--- src/rtl/decode_stage.sv ---
// Instruction-decode stage: register-file read addressing, load-use stall, HLT parking, ID/EX register.
// Optional build macro LOAD_USE_STALL_EN enables load-use hazard detection (off for MEM->EX forwarding builds).
module decode_stage #(
  parameter int         DATA_W  = 16,
  parameter logic [3:0] HLT_OPC = 4'hF
) (
  input  logic              clk,
  input  logic              rst,
  input  logic              if_valid,
  input  logic [15:0]       if_instr,
  input  logic [15:0]       if_pc,
  input  logic              flush,
  input  logic              ex_valid,
  input  logic              ex_is_load,
  input  logic [3:0]        ex_dst,
  output logic              if_stall,
  output logic [3:0]        rf_src1,
  output logic [3:0]        rf_src2,
  input  logic [DATA_W-1:0] rf_data1,
  input  logic [DATA_W-1:0] rf_data2,
  output logic              idex_valid,
  output logic              idex_wen,
  output logic              idex_is_load,
  output logic              idex_is_store,
  output logic              idex_halt,
  output logic [3:0]        idex_opc,
  output logic [3:0]        idex_dst,
  output logic [DATA_W-1:0] idex_a,
  output logic [DATA_W-1:0] idex_b,
  output logic [DATA_W-1:0] idex_imm,
  output logic [15:0]       idex_pc
);

  typedef enum logic {RUN = 1'b0, HALTED = 1'b1} state_t;

  state_t            state;
  logic [3:0]        opc, rd, rs, rt;
  logic              useSrc1, useSrc2;
  logic              decWen, decLoad, decStore, decHalt;
  logic [DATA_W-1:0] decB, decImm;
  logic              hz, halted, accept;

  // Sign-extend a 9-bit field and scale by 2 (halfword offsets).
  function automatic logic [DATA_W-1:0] sextShl(input logic signed [8:0] v);
    logic signed [DATA_W-1:0] w;
    w = {{(DATA_W-9){v[8]}}, v};
    return w <<< 1;
  endfunction

  assign opc = if_instr[15:12];
  assign rd  = if_instr[11:8];
  assign rs  = if_instr[7:4];
  assign rt  = if_instr[3:0];
  assign decHalt = (opc == HLT_OPC);

  always_comb begin
    rf_src1  = rs;
    rf_src2  = rt;
    useSrc1  = 1'b1;
    useSrc2  = 1'b0;
    decB     = rf_data2;
    decImm   = '0;
    decWen   = 1'b0;
    decLoad  = 1'b0;
    decStore = 1'b0;
    case (opc)
      4'h0, 4'h1, 4'h2, 4'h3, 4'h7: begin
        useSrc2 = 1'b1;
        decWen  = 1'b1;
      end
      4'h4, 4'h5, 4'h6: begin
        decB   = DATA_W'(rt);
        decImm = DATA_W'(rt);
        decWen = 1'b1;
      end
      4'h8: begin
        decImm  = sextShl({{5{rt[3]}}, rt});
        decWen  = 1'b1;
        decLoad = 1'b1;
      end
      4'h9: begin
        rf_src2  = rd;
        useSrc2  = 1'b1;
        decImm   = sextShl({{5{rt[3]}}, rt});
        decStore = 1'b1;
      end
      4'hA, 4'hB: begin
        rf_src1 = rd;
        decImm  = DATA_W'(if_instr[7:0]);
        decWen  = 1'b1;
      end
      4'hC: decImm = sextShl(if_instr[8:0]);
      4'hD: ;
      4'hE: decWen = 1'b1;
      default: useSrc1 = 1'b0;
    endcase
  end

`ifdef LOAD_USE_STALL_EN
  assign hz = ex_valid & ex_is_load & if_valid &
              ((useSrc1 & (ex_dst == rf_src1)) | (useSrc2 & (ex_dst == rf_src2)));
`else
  logic unusedHz;
  assign unusedHz = ^{ex_valid, ex_is_load, ex_dst, useSrc1, useSrc2};
  assign hz = 1'b0;
`endif

  assign halted   = (state == HALTED);
  // Flush redirects fetch, so it overrides a hazard stall; HALTED always stalls.
  assign if_stall = halted | (hz & ~flush);
  assign accept   = if_valid & ~flush & ~halted & ~hz;

  // ID/EX boundary
  always_ff @(posedge clk or posedge rst) begin
    if (rst) begin
      state         <= RUN;
      idex_valid    <= 1'b0;
      idex_wen      <= 1'b0;
      idex_is_load  <= 1'b0;
      idex_is_store <= 1'b0;
      idex_halt     <= 1'b0;
      idex_opc      <= '0;
      idex_dst      <= '0;
      idex_a        <= '0;
      idex_b        <= '0;
      idex_imm      <= '0;
      idex_pc       <= '0;
    end else begin
      idex_valid    <= accept;
      idex_wen      <= accept & decWen;
      idex_is_load  <= accept & decLoad;
      idex_is_store <= accept & decStore;
      idex_halt     <= accept & decHalt;
      if (accept) begin
        idex_opc <= opc;
        idex_dst <= rd;
        idex_a   <= rf_data1;
        idex_b   <= decB;
        idex_imm <= decImm;
        idex_pc  <= if_pc;
        if (decHalt) state <= HALTED;
      end
    end
  end

endmodule
--- config.mk ---
export PLATFORM = sky130hd
export DESIGN_NAME = decode_stage
export DESIGN_NICKNAME = d
export VERILOG_FILES = /design/src/rtl/decode_stage.sv
export SDC_FILE = /design/constraint.sdc
export NUM_CORES = 1
export LEC_CHECK = 0
export CAP_MARGIN = 10
export CORE_MARGIN = 4
export CORE_UTILIZATION = 40
export CTS_BUF_LIST = sky130_fd_sc_hd__clkbuf_4 sky130_fd_sc_hd__clkbuf_8
export CTS_CLUSTER_SIZE = 20
export DETAILED_ROUTE_END_ITERATION = 10
export PLACE_DENSITY = 0.91
export SLEW_MARGIN = 20
export SYNTH_ARGS = -nofsm -noshare
export SYNTH_HDL_FRONTEND = slang
export SYNTH_SLANG_ARGS = --single-unit
--- constraint.sdc ---
create_clock -name clk -period 2.7 [get_ports clk]
set_input_delay 0.54 -clock clk [delete_from_list [all_inputs] [get_ports clk]]
set_output_delay 0.54 -clock clk [all_outputs]
set_load 0.02 [all_outputs]
==> flow_summary.json <==
{
  "power.leakage_nw": 2.26,
  "ios": 160,
  "synth_edf_count": 0,
  "numCtsBuffers": 9,
  "grt_pass1_wl_um": 13700,
  "drive_gt1_frac": 0.105,
  "min_period_ns": 2.64,
  "drv_slew": 0,
  "slew-limit-headroom": 0.616,
  "ir_drop_uv": 394,
  "p_sw_frac": 0.308,
  "wirelength_um": 8730,
  "drtAntennaViolNets": 0,
  "post-cts-setup-buffer-count": 0,
  "diodes": 0,
  "yosys-top-cells-area": "dfrtp_1 (61%), nand2_1 (17%), a22o_1 (3.5%)",
  "synthArstFlopShare": 1.00,
  "cts_buffer_depth": 2,
  "cellPowerDensity_nw_per_um2": 750,
  "tns_ns": 0,
  "cp.arrival_ns": 2.10,
  "start_kind": "input port",
  "synth_top_cell_by_area": "dfrtp_1",
  "required_ns": 2.16,
  "cts_tree": "built",
  "drc": 0,
  "p_comb_frac": 0.338,
  "grtUsageTotal": 0.201,
  "hold_class": "in2async",
  "ys_seq_area_frac": 0.606,
  "synthCells": 305,
  "clk_latency_ns": 0.33,
  "avgRoutedWirePerCell_um": 15.4,
  "synth.cell_area_um2": 2970,
  "critPathMaxFanout": 5,
  "r2r_end": "idex_imm[2]",
  "dpl.hpwl_um": 6880,
  "die_w_um": 94.2,
  "fin_area_um2": 4860,
  "antenna_found_initial": 0,
  "r2r_setup_slack_ns": 0.94,
  "dpl_cell_area_um2": 4640,
  "layout.nets": 536,
  "ys_types": 30,
  "setup_slack_ns": 0.0599,
  "core_um2": 7250,
  "synth_common_cells": "nand2_1 (131), dfrtp_1 (72), o21ai_0 (14)",
  "vias_per_cell": 4.82,
  "p_switching_mw": 1.12,
  "p_int_mw": 2.52,
  "fin_crit_sh": 0.978,
  "ys.flop_type": "dfrtp_1",
  "power_frac_seq": 0.387,
  "clk_pin_slew_ns": 0.08,
  "synth.avg_cell_area_um2": 9.74,
  "r2r_start": "if_stall",
  "synth.top_cell.area_share": 0.606,
  "end_kind": "output port",
  "yosysMostFrequentCell": "nand2_1",
  "rsz0062_at_grt": "no",
  "vias": 2726,
  "synth-seq-cells": 72,
  "cts_root_buffer": "clkbuf_8",
  "dp_slack_ns": -0.180,
  "overflow": 0,
  "worst_pin_slew_ns": 0.572,
  "fin_skew_ns": 0.00792,
  "maxCapViolCount": 0,
  "clockPowerShare": 0.274,
  "ys.warnings.count": 0,
  "grt_pass1_vias": 2913,
  "max_freq_mhz": 379,
  "hold_viol": 0,
  "path_class": "in2out",
  "rows": 31,
  "die_area_um2": 8870,
  "finalPower_mw": 3.64,
  "place.gp.congestion": 0.831,
  "cts.htree.levels": 3,
  "io_buffer_count": 153,
  "grt_start_max_net_pins": 61,
  "drtIter0Drc": 124,
  "synth_nets": 379,
  "die_y_um": 94.2,
  "firstDrtPassIters": 5,
  "reg2reg_depth": 4,
  "status": "finished, final reports clean",
  "start_util": 0.410,
  "syn2layout_area_growth_pct": 63.5,
  "cts_sinks": 72,
  "finalSetupViolCount": 0
}
critical path, stage by stage:
cell	delay, ns
clkdlybuf4s50_1	0.42
nand2b_1	0.18
nor3b_2	0.18
buf_4	0.17
mux2_2	0.33
clkdlybuf4s15_1	0.29
worst max-delay path by stage:
stage	cells after the start	end	from
2_1_floorplan	1	idex_a[0]	rst
3_3_place_gp	6	rf_src2[0]	if_instr[14]
3_5_place_dp	6	rf_src2[3]	if_instr[14]
4_1_cts	6	rf_src2[3]	if_instr[14]
5_1_grt	6	rf_src2[1]	if_instr[14]
6_report	6	rf_src2[1]	if_instr[14]
sequential cells by signal, indices dropped and copies added, names as in the netlist:
register       count
idex_valid         1
idex_b            16
idex_halt          1
idex_wen           1
if_stall           1
idex_is_load       1
idex_is_store      1
idex_pc           16
idex_opc           4
idex_imm          10
idex_a            16
idex_dst           4
layout by cell type (no fill, tap or decap), types with 4 or more instances in the layout:
cell type	n
a21oi_1	11
a22o_1	12
dlygate4sd2_1	4
mux2i_1	4
nor2_1	6
dfrtp_1	72
mux2_2	8
clkdlybuf4s50_1	145
nand2_1	131
buf_4	13
o21ai_0	14
clkbuf_8	9
cells by family after synthesis:
| group | count (synthesis) | share of synthesized area |
|---|---|---|
| simple gates | 153 | 0.211 |
| mux | 12 | 0.0438 |
| buf+inv | 26 | 0.0476 |
| compound gates | 42 | 0.0910 |
| flops | 72 | 0.606 |
routing by layer:
metal  routed length (um)  global-route usage
met5                    0                   0
met4                  214              0.0818
met3                  657              0.0561
met2                 4470               0.355
met1                 3380               0.227
power groups by stage:
stage	logic, mW	registers (mW)	clock network (mW)
2_1_floorplan	0.303	1.70	0
3_3_place_gp	1.22	1.42	0
3_5_place_dp	1.25	1.43	0
4_1_cts	1.25	1.41	1.02
5_1_grt	1.32	1.44	1.08
6_report	1.23	1.41	0.999
what timing repair did:
action                     in CTS  in global routing
setup endpoints to repair       8                  4
hold endpoints to repair        0                  0
gates resized for setup         8                  7
hold buffers                    0                  0
area by class of cell:
| type | instances | area, um^2 |
|---|---|---|
| Fill cell | 586 | 2400 |
| Sequential cell | 72 | 1800 |
| Timing Repair Buffer | 168 | 1650 |
| Multi-Input combinational cell | 207 | 1030 |
| Clock buffer | 10 | 131 |
| Tap cell | 99 | 124 |
| Clock inverter | 6 | 108 |
| Inverter | 4 | 15.0 |
stage by stage:
stage | util | std cells | hold WS, ns
floorplan | - | 305 | 0.583
global placement | 0.639 | 550 | 0.457
detailed placement | 0.639 | 550 | 0.462
CTS | 0.671 | 566 | 0.459
global route | 0.670 | 566 | 0.472
finish | 0.670 | 566 | 0.462
Note: power is estimated with default switching activity, not from simulation.
